==> src/rtl/cpu_pkg.sv <==
// Shared definitions for the LEGv8 pipelined core front end.
// Contents:
//   DEF_ADDR_W / DEF_INSTR_W : default address and instruction widths
//   NOP_INSTR                : architectural NOP encoding loaded into IF/ID on reset and squash
//   fetch_state_t            : fetch sequencer states
//   low_bits_mask()          : mask of the byte-offset bits below one instruction step
package cpu_pkg;

    localparam int DEF_ADDR_W  = 64;
    localparam int DEF_INSTR_W = 32;

    localparam logic [31:0] NOP_INSTR = 32'hD503201F;

    typedef enum logic [1:0] {
        BOOT   = 2'd0,
        RUN    = 2'd1,
        SQUASH = 2'd2
    } fetch_state_t;

    // Offset bits below an instruction step; assumes the step is a power of two.
    function automatic logic [63:0] low_bits_mask(input int unsigned step);
        return 64'(step) - 64'd1;
    endfunction

endpackage

==> src/rtl/fetch_stage_if.sv <==
// Bus bundle between the fetch stage and its surroundings.
// master (fetch stage): drives imem_addr and the IF/ID outputs, receives
//   stall, redirect_valid, redirect_pc and imem_rdata.
// slave (memory / downstream pipeline): the mirror image.
interface fetch_stage_if #(
    parameter int ADDR_W  = cpu_pkg::DEF_ADDR_W,
    parameter int INSTR_W = cpu_pkg::DEF_INSTR_W
);
    logic               stall;
    logic               redirect_valid;
    logic [ADDR_W-1:0]  redirect_pc;
    logic [ADDR_W-1:0]  imem_addr;
    logic [INSTR_W-1:0] imem_rdata;
    logic               ifid_valid;
    logic [INSTR_W-1:0] ifid_instr;
    logic [ADDR_W-1:0]  ifid_pc;
    logic [ADDR_W-1:0]  ifid_pc_plus;

    modport master (
        input  stall, redirect_valid, redirect_pc, imem_rdata,
        output imem_addr, ifid_valid, ifid_instr, ifid_pc, ifid_pc_plus
    );

    modport slave (
        output stall, redirect_valid, redirect_pc, imem_rdata,
        input  imem_addr, ifid_valid, ifid_instr, ifid_pc, ifid_pc_plus
    );
endinterface

==> src/rtl/fetch_stage_sat_counter.sv <==
// Saturating up-counter used for fetch statistics.
// Ports:
//   clk   : clock
//   rst_n : asynchronous active-low clear
//   inc   : count enable for this cycle
//   count : current value; sticks at all-ones instead of wrapping
module sat_counter #(
    parameter int W = 32
) (
    input  logic         clk,
    input  logic         rst_n,
    input  logic         inc,
    output logic [W-1:0] count
);
    logic [W-1:0] count_r;

    // Increment while enabled until the all-ones ceiling is reached.
    always_ff @(posedge clk or negedge rst_n) begin
        if (!rst_n) begin
            count_r <= {W{1'b0}};
        end else if (inc && (count_r != {W{1'b1}})) begin
            count_r <= count_r + W'(1);
        end else begin
            count_r <= count_r;
        end
    end

    assign count = count_r;
endmodule

==> src/rtl/fetch_stage.sv <==
// Instruction-fetch front end: owns the PC, addresses instruction memory and
// registers each fetched instruction into the IF/ID pipeline register.
// Ports:
//   clk            : core clock
//   reset          : asynchronous active-low reset
//   bus (master)   : stall / redirect inputs, imem address/data, IF/ID outputs
//   misalign_fault : sticky flag, a redirect target had nonzero offset bits
//   fetch_count    : saturating count of instructions accepted into IF/ID
//   squash_count   : saturating count of live IF/ID slots killed by redirect
module fetch_stage
    import cpu_pkg::*;
#(
    parameter int                ADDR_W   = DEF_ADDR_W,
    parameter int                INSTR_W  = DEF_INSTR_W,
    parameter int                PC_STEP  = 4,
    parameter logic [ADDR_W-1:0] RESET_PC = {ADDR_W{1'b0}},
    parameter int                CNT_W    = 32
) (
    input  logic             clk,
    input  logic             reset,
    fetch_stage_if.master    bus,
    output logic             misalign_fault,
    output logic [CNT_W-1:0] fetch_count,
    output logic [CNT_W-1:0] squash_count
);
    localparam logic [ADDR_W-1:0] STEP       = ADDR_W'(PC_STEP);
    localparam logic [ADDR_W-1:0] LOW_MASK   = ADDR_W'(low_bits_mask(PC_STEP));
    localparam logic [ADDR_W-1:0] ALIGN_MASK = ~LOW_MASK;

    fetch_state_t       state_r;
    logic [ADDR_W-1:0]  pc_r;
    logic               ifid_valid_r;
    logic [INSTR_W-1:0] ifid_instr_r;
    logic [ADDR_W-1:0]  ifid_pc_r;
    logic [ADDR_W-1:0]  ifid_pc_plus_r;
    logic               misalign_fault_r;

    logic               active_s;
    logic               take_redirect_s;
    logic               advance_s;
    logic               squash_inc_s;
    logic               misaligned_s;
    logic [ADDR_W-1:0]  redirect_target_s;
    logic [ADDR_W-1:0]  pc_seq_s;

    // Decode this cycle's action; BOOT ignores both stall and redirect.
    always_comb begin
        active_s          = (state_r != BOOT);
        take_redirect_s   = active_s & bus.redirect_valid;
        advance_s         = active_s & ~bus.redirect_valid & ~bus.stall;
        squash_inc_s      = take_redirect_s & ifid_valid_r;
        misaligned_s      = |(bus.redirect_pc & LOW_MASK);
        redirect_target_s = bus.redirect_pc & ALIGN_MASK;
        pc_seq_s          = pc_r + STEP;
    end

    // Fetch sequencer: PC, IF/ID register and sticky fault in one block.
    always_ff @(posedge clk or negedge reset) begin
        if (!reset) begin
            state_r          <= BOOT;
            pc_r             <= RESET_PC;
            ifid_valid_r     <= 1'b0;
            ifid_instr_r     <= INSTR_W'(NOP_INSTR);
            ifid_pc_r        <= {ADDR_W{1'b0}};
            ifid_pc_plus_r   <= {ADDR_W{1'b0}};
            misalign_fault_r <= 1'b0;
        end else begin
            case (state_r)
                BOOT: begin
                    state_r <= RUN;
                end
                RUN, SQUASH: begin
                    if (bus.redirect_valid) begin
                        // Redirect beats stall; the slot in IF/ID becomes a bubble.
                        state_r          <= SQUASH;
                        pc_r             <= redirect_target_s;
                        ifid_valid_r     <= 1'b0;
                        ifid_instr_r     <= INSTR_W'(NOP_INSTR);
                        misalign_fault_r <= misalign_fault_r | misaligned_s;
                    end else if (bus.stall) begin
                        // A stalled SQUASH cycle still counts as the recovery cycle.
                        state_r <= RUN;
                    end else begin
                        state_r        <= RUN;
                        pc_r           <= pc_seq_s;
                        ifid_valid_r   <= 1'b1;
                        ifid_instr_r   <= bus.imem_rdata;
                        ifid_pc_r      <= pc_r;
                        ifid_pc_plus_r <= pc_seq_s;
                    end
                end
                default: begin
                    state_r      <= BOOT;
                    ifid_valid_r <= 1'b0;
                    ifid_instr_r <= INSTR_W'(NOP_INSTR);
                end
            endcase
        end
    end

    sat_counter #(.W(CNT_W)) u_fetch_cnt (
        .clk   (clk),
        .rst_n (reset),
        .inc   (advance_s),
        .count (fetch_count)
    );

    sat_counter #(.W(CNT_W)) u_squash_cnt (
        .clk   (clk),
        .rst_n (reset),
        .inc   (squash_inc_s),
        .count (squash_count)
    );

    assign bus.imem_addr    = pc_r;
    assign bus.ifid_valid   = ifid_valid_r;
    assign bus.ifid_instr   = ifid_instr_r;
    assign bus.ifid_pc      = ifid_pc_r;
    assign bus.ifid_pc_plus = ifid_pc_plus_r;
    assign misalign_fault   = misalign_fault_r;
endmodule

==> src/flat_wrapper.sv <==
// flat-port wrapper written by rule: the top's interface ports become plain ports
module fetch_stage_flat import cpu_pkg::*;
#(
    parameter int                ADDR_W   = DEF_ADDR_W,
    parameter int                INSTR_W  = DEF_INSTR_W,
    parameter int                PC_STEP  = 4,
    parameter logic [ADDR_W-1:0] RESET_PC = {ADDR_W{1'b0}},
    parameter int                CNT_W    = 32
)
  (clk, reset, misalign_fault, fetch_count, squash_count, bus_stall, bus_redirect_valid, bus_redirect_pc, bus_imem_rdata, bus_imem_addr, bus_ifid_valid, bus_ifid_instr, bus_ifid_pc, bus_ifid_pc_plus);
  fetch_stage_if #(.ADDR_W(ADDR_W), .INSTR_W(INSTR_W)) bus_i ();
  input  logic clk;
  input  logic reset;
  output logic misalign_fault;
  output logic [CNT_W-1:0] fetch_count;
  output logic [CNT_W-1:0] squash_count;
  input wire logic [$bits(bus_i.stall)-1:0] bus_stall;
  input wire logic [$bits(bus_i.redirect_valid)-1:0] bus_redirect_valid;
  input wire logic [$bits(bus_i.redirect_pc)-1:0] bus_redirect_pc;
  input wire logic [$bits(bus_i.imem_rdata)-1:0] bus_imem_rdata;
  output wire logic [$bits(bus_i.imem_addr)-1:0] bus_imem_addr;
  output wire logic [$bits(bus_i.ifid_valid)-1:0] bus_ifid_valid;
  output wire logic [$bits(bus_i.ifid_instr)-1:0] bus_ifid_instr;
  output wire logic [$bits(bus_i.ifid_pc)-1:0] bus_ifid_pc;
  output wire logic [$bits(bus_i.ifid_pc_plus)-1:0] bus_ifid_pc_plus;
  assign bus_i.stall = bus_stall;
  assign bus_i.redirect_valid = bus_redirect_valid;
  assign bus_i.redirect_pc = bus_redirect_pc;
  assign bus_i.imem_rdata = bus_imem_rdata;
  assign bus_imem_addr = bus_i.imem_addr;
  assign bus_ifid_valid = bus_i.ifid_valid;
  assign bus_ifid_instr = bus_i.ifid_instr;
  assign bus_ifid_pc = bus_i.ifid_pc;
  assign bus_ifid_pc_plus = bus_i.ifid_pc_plus;
  fetch_stage #(.ADDR_W(ADDR_W), .INSTR_W(INSTR_W), .PC_STEP(PC_STEP), .RESET_PC(RESET_PC), .CNT_W(CNT_W)) u_core (.clk(clk), .reset(reset), .bus(bus_i), .misalign_fault(misalign_fault), .fetch_count(fetch_count), .squash_count(squash_count));
endmodule
==> config.mk <==
export PLATFORM = sky130hd
export DESIGN_NAME = fetch_stage_flat
export DESIGN_NICKNAME = d
export VERILOG_FILES = /design/src/rtl/cpu_pkg.sv /design/src/rtl/fetch_stage_if.sv /design/src/rtl/fetch_stage_sat_counter.sv /design/src/rtl/fetch_stage.sv /design/src/flat_wrapper.sv
export SDC_FILE = /design/constraint.sdc
export NUM_CORES = 1
export LEC_CHECK = 0
export BUFFER_PORTS_ARGS = -buffer_cell sky130_fd_sc_hd__clkbuf_2
export CAP_MARGIN = 20
export CORE_MARGIN = 2
export CORE_UTILIZATION = 35
export DETAILED_ROUTE_END_ITERATION = 8
export HOLD_SLACK_MARGIN = 0.1
export PLACE_DENSITY = 0.57
export SETUP_SLACK_MARGIN = 0.3
export SYNTH_ARGS = -nofsm -noshare
export SYNTH_HDL_FRONTEND = slang
export SYNTH_SLANG_ARGS = --single-unit
==> constraint.sdc <==
create_clock -name clk -period 7.1 [get_ports clk]
set_input_delay 1.065 -clock clk [delete_from_list [all_inputs] [get_ports clk]]
set_output_delay 1.065 -clock clk [all_outputs]
set_load 0.005 [all_outputs]
---- Yosys cells after proc, flatten, opt, wreduce, memory -nomap -nowiden ----
Index checks and enable logic that the tools add are counted.
operators by class
  add/sub/neg operators ................... 3
  reductions and logical operators ........ 10
  bitwise logic cells ..................... 8
  equality and inequality tests ........... 6
  multiplexer cells ....................... 10
operators by type and width
  kind                     number
  $mux W64                 2
  $add A32 B1 Y32 const B  2
  $add A64 B3 Y64 const B  1
  $mux W32                 2
  $ne A32 B32 Y1 const B   2
  $pmux W32 S2             1
  $reduce_and A2 Y1        3
  $and A1 B1 Y1            4
  $pmux W2 S2              1
  $reduce_or A2 Y1         2
  $ne A3 B3 Y1 const B     1
  $not A1 Y1               3
  $reduce_and A3 Y1        1
  $eq A2 B1 Y1 const B     1
  $eq A2 B2 Y1 const B     1
  $logic_and A1 B1 Y1      2
  $logic_not A2 Y1         1
  $mux W1                  2
  $mux W2                  1
  $ne A2 B1 Y1 const B     1
  $pmux W1 S2              1
  $reduce_bool A2 Y1       1
  $or A1 B1 Y1             1
word-level totals
  input bits .............................. 100
  logic and storage cells ................. 46
  output and inout port bits .............. 290
  register bits ........................... 292

---- Depth between registers and ports, before layout ----
  depth after elaboration ................. 4
  gate-level depth with buffers ........... 11
  depth with buffers taken out ............ 7

---- Hierarchy ----
Synthesis repeated with hierarchy kept, for this count alone.
unflattened totals
  cell total of the unflattened synthesis .. 1553
  area total of the unflattened synthesis .. 14656.6 sq um
by module, submodules not included
  module       cells an instance  area each (sq um)  seq. area each (sq um)  instances
  fetch_stage  1251               11408.4            5571.6                  1
  sat_counter  151                1624.1             800.8                   2

---- Least setup slack after synthesis ----
Ideal clock, no wire load.
  kind .................................... in2reg
  start ................................... input bus_redirect_valid
  end ..................................... register u_core.u_fetch_cnt.count_r[27] (netlist: u_core.u_fetch_cnt.count[27])
  setup time .............................. 123 ps
  path buffers ............................ 1
  slack ................................... 3971 ps
  stages .................................. 6
  data arrival time ....................... 3006 ps
  required time ........................... 6977 ps
  cells stage by stage .................... clkbuf_1 or3_1 or4_1 a2111oi_1 nand4_1 xnor2_1
between the ends
  word-level cells in the longest chain between the ends .. 4
RTL lines
  element                     line                           text
  start: declaration          flat_wrapper.sv:18             input wire logic [$bits(bus_i.redirect_valid)-1:0] bus_redirect_valid;
  $not A1 Y1                  fetch_stage.sv:50              advance_s = active_s & ~bus.redirect_valid & ~bus.stall;
  $and A1 B1 Y1 (2 in a row)  fetch_stage.sv:50
  $logic_and A1 B1 Y1         fetch_stage_sat_counter.sv:21  end else if (inc && (count_r != {W{1'b1}})) begin
  end signal: assignment      fetch_stage_sat_counter.sv:20  count_r <= {W{1'b0}};
  end signal: assignment      fetch_stage_sat_counter.sv:22  count_r <= count_r + W'(1);
  end signal: assignment      fetch_stage_sat_counter.sv:24  count_r <= count_r;
  end: declaration            fetch_stage_sat_counter.sv:15  logic [W-1:0] count_r;
No other way between the ends.
A chain may end at the register's enable or synchronous reset.

---- Worst setup path after layout ----
  start ................................... input bus_redirect_valid
  end ..................................... register u_core.pc_r[24] (netlist: u_core.bus.imem_addr[24])
between the ends
  word-level cells in the longest chain between the ends .. 2
  elaborated cells between the ends (all ways) .. 3
  classes of those cells .................. eq/ne: 1; mux: 1; reduce/logical: 1
RTL lines
  element                             line               text
  $ne A2 B1 Y1 (no source line)       --
  $reduce_and A2 Y1 (no source line)  --
  end signal: assignment              fetch_stage.sv:76  pc_r <= redirect_target_s;
  end signal: assignment              fetch_stage.sv:85  pc_r <= pc_seq_s;
  end: declaration                    fetch_stage.sv:31  logic [ADDR_W-1:0] pc_r;
Parallel ways exist; a longest one is shown, timed or not.

==> metrics.cfg <==
[status]
outcome = finished, final reports clean

[global_routing]
number_of_antenna_violations_at_the_first_check_in_global_routing = 2
number_of_global_route_vias_before_repair = 12370
track_usage_pct = 23.08
grt_pass1_wl_um = 74400
gr-total-overflow = 0
grt_max_degree = 171

[cells_and_area]
syn_to_final_growth_pct = 25.56
most_common_cell_after_layout_fill_and_taps_aside = sky130_fd_sc_hd__clkbuf_2
seqCellArea_um2 = 7173
multi_input_gate_area_um2 = 6329
layout.cell_area.non_filler_um2 = 17580
layout_common_cells = sky130_fd_sc_hd__clkbuf_2, sky130_fd_sc_hd__nand2_1, sky130_fd_sc_hd__dfrtp_1, sky130_fd_sc_hd__nor2_1, sky130_fd_sc_hd__o21ai_0
layout.core_utilization_pct = 44.34
fraction_of_final_layout_cells_sized_beyond_drive_strength_1_pct = 26.24
fillCellCount = 3897
fin_nets = 1954

[sta]
fmax_mhz = 269.9
worst_slack_ns = 3.395
setup_violations = 0
fin_crit_ns = 3.705
final.period_utilization_pct = 52.18
grt_setup_unrepaired = false
worst-slew-pin-transition_ns = 1.181
final-max-slew-violation-count = 0
setup_tns_ns = 0
max_slew_margin_pct = 20.94
clock_skew_ns = 0.01800
final-hold-violation-count = 0

[clock_network]
cts_hold_repair.buffers = 0
clock-root-buffer = sky130_fd_sc_hd__clkbuf_16
cts.repair.resized = 0
worst_setup_hold_path_clk_slew_ns = 0.06
post_cts_buffers = 0
clock_sinks = 286
clock_latency_late_sink_ns = 0.54
cts_buffers = 36
max_buffers_root_to_sink = 3
cts_tree = built
ctsHtreeMaxLevel = 2

[critical_path]
timing.critical_path.slowest_stage_cell = sky130_fd_sc_hd__buf_4
timing.setup.critical_path_class = in -> reg
start_kind = primary input
timing.rr.start = u_core.bus.imem_addr[33]$_DFFE_PN0P_
critPathRequiredTime_ns = 7.49
critPathArrivalTime_ns = 4.10
ff2ff_setup_slack_ns = 3.67
crit_top_cell = sky130_fd_sc_hd__buf_4
critical_path.top_delay_family = buffers and inverters
crit_path_end_kind = flop
worst-path-max-fanout = 90
worst_r2r_path_depth = 5
cp.depth = 7
slowest_delay_ns = 0.67
worstPathCellList = buf_4, nor2b_1, buf_4, nand2_4, buf_4, buf_4, o311ai_0
timing.critical_path.from = bus_redirect_valid
number_of_buffers_and_inverters_on_the_critical_path = 4

[floorplanning]
core_area_um2 = 39640
die_width_um = 204.0
floorplan.io_pins = 390
core.rowCount = 73
floorplan.die.height_um = 204.0
die_area_um2 = 41610
initial_standard_cell_utilization_of_the_core_pct = 35.31

[yosys]
synth-seq-cells = 286
yosysUniqueCellTypes = 66
synth-seq-area-share_pct = 51.24
syn-cell-area_um2 = 14000
post_synth_inst_count = 1520
synth-async-reset-ratio_pct = 100.0
syn_area_per_cell_um2 = 9.209
synth_flop_cell = sky130_fd_sc_hd__dfrtp_1
synth_warnings = 0
synth-edff-count = 0

[placement]
routabilityCongestion = 0.8698
placed_cell_area_um2 = 16310
final_hpwl_dp_um = 34250
buffer_ports.inserted = 383
place_worst_setup_slack_ns = 2.852

[drt]
dr.max_layer_used = met4
remaining_drcs = 0
antenna_violating_nets_post_route = 0
route.met2.wl_um = 22660
detailroute.wirelength.met3_um = 3648
drt_iter0_drc = 1032
detail_route.wirelength.met1_um = 21100
drt_wl_total_um = 49060
avgViaCountPerCell = 5.378
routed_wire_length_per_instance_um = 20.43
drt_pre_antenna_iters = 5
vias = 12920

[min_path]
min_path_cells = 2
worst_hold_startpoint = u_core.bus.ifid_pc[48]$_DFFE_PN0P_
holdCritPathClass = reg -> reg

[power_and_ir_drop]
power_per_cell_area_nw_per_um2 = 427.1
leakagePower_nw = 8.219
vdd_ir_drop_max_v = 0.0002394

[job]
max_cap_violations = 0

per-layer routing:
layer | up-vias | GRT usage (%)
met5 | - | 0
met4 | 0 | 8.773
met3 | 102 | 5.772
met2 | 513 | 36.13
met1 | 6264 | 30.82
li1 | 6040 | -
kinds of logic after synthesis:
family | Yosys count | synth area share (%)
AO/OA/AOI/OAI | 269 | 13.01
multiplexers | 8 | 0.5899
AND/OR/NAND/NOR | 716 | 24.49
other | 1 | 0.02679
flip-flops | 286 | 51.24
adder cells (fa/ha/maj) | 5 | 0.4469
buffers and inverters | 135 | 3.942
XOR/XNOR | 100 | 6.257
power breakdown:
group          switching (W)  internal, W  leakage, nW  total (W)
clock network       0.000732      0.00120        0.604    0.00193
registers           0.000766      0.00225         3.54    0.00301
logic                0.00149      0.00107         4.08    0.00256
total                0.00298      0.00452         8.22    0.00751
path summary, 6_finish.rpt:
path | endpoint
hold / removal | u_core.bus.ifid_pc[48]$_DFFE_PN0P_
setup / recovery | u_core.bus.imem_addr[24]$_DFFE_PN0P_
setup reg to reg | u_core.bus.ifid_pc_plus[57]$_DFFE_PN0P_
max in group asynchronous | u_core.bus.ifid_pc_plus[38]$_DFFE_PN0P_
min in group asynchronous | u_core.bus.ifid_pc[13]$_DFFE_PN0P_
hold reg to reg | u_core.bus.ifid_pc[48]$_DFFE_PN0P_
worst reg2reg max path, cell delays in order (launching register included):
cell,delay [ns]
sky130_fd_sc_hd__dfrtp_1,0.66
sky130_fd_sc_hd__nand4_1,0.53
sky130_fd_sc_hd__nor4_1,0.95
sky130_fd_sc_hd__nand4_1,0.52
sky130_fd_sc_hd__or3_1,0.49
sky130_fd_sc_hd__a31oi_1,0.18
cells in the mapped netlist, types with 6 or more instances:
master	n	area [um^2]
sky130_fd_sc_hd__clkbuf_1	88	330.3
sky130_fd_sc_hd__buf_2	14	70.07
sky130_fd_sc_hd__xor2_1	43	376.6
sky130_fd_sc_hd__and3_1	25	156.4
sky130_fd_sc_hd__nand3b_1	6	45.04
sky130_fd_sc_hd__nor3_1	60	300.3
sky130_fd_sc_hd__and4_1	10	87.58
sky130_fd_sc_hd__dfrtp_1	273	6832
sky130_fd_sc_hd__mux2i_1	6	60.06
sky130_fd_sc_hd__nor4_1	35	219.0
sky130_fd_sc_hd__or2_2	6	37.54
sky130_fd_sc_hd__o21ai_0	83	415.4
sky130_fd_sc_hd__inv_1	18	67.56
sky130_fd_sc_hd__o211ai_1	10	75.07
sky130_fd_sc_hd__buf_4	7	52.55
sky130_fd_sc_hd__a22o_1	20	175.2
sky130_fd_sc_hd__o2bb2ai_1	7	61.31
sky130_fd_sc_hd__a211oi_1	13	97.59
sky130_fd_sc_hd__nand4_1	57	356.6
sky130_fd_sc_hd__a21oi_1	22	110.1
sky130_fd_sc_hd__buf_1	7	26.28
sky130_fd_sc_hd__nand2_1	301	1130
sky130_fd_sc_hd__dfstp_2	13	341.6
sky130_fd_sc_hd__o22ai_1	14	87.58
sky130_fd_sc_hd__or3_1	17	106.4
sky130_fd_sc_hd__nor2_1	96	360.4
sky130_fd_sc_hd__a31oi_1	19	118.9
sky130_fd_sc_hd__a21o_1	8	60.06
sky130_fd_sc_hd__or4_1	18	135.1
sky130_fd_sc_hd__a22oi_1	14	105.1
sky130_fd_sc_hd__o22a_1	17	148.9
sky130_fd_sc_hd__xnor2_1	57	499.2
sky130_fd_sc_hd__nand3_1	59	295.3
cell type report:
type	count	area share, %
repair buffers	403	11.99
inverters	18	0.3844
flip-flops and latches	286	40.81
well taps	525	3.737
clock inverters	13	1.132
multi-input cells	1104	36.01
clock buffers	51	5.908
diodes	2	0.02847
flip-flops by register name (all words and copies together), names as in the netlist:
signal,cells
u_core.bus.ifid_pc,62
u_core.bus.ifid_pc_plus,62
u_core.bus.imem_addr,62
u_core.bus.ifid_instr,32
u_core.u_fetch_cnt.count,32
u_core.u_squash_cnt.count,32
u_core.state_r,2
u_core.bus.ifid_valid,1
u_core.misalign_fault,1
stage by stage:
stage               hold WS (ns)  std cells  total power [W]
floorplan                 0.4678       1525         0.004235
global placement          0.4594       2332         0.005519
detailed placement        0.4623       2335         0.005587
CTS                       0.4809       2399         0.007559
global route              0.5001       2402         0.008003
finish                    0.4742       2402         0.007507
No activity file was read; power rests on OpenSTA's default activity.
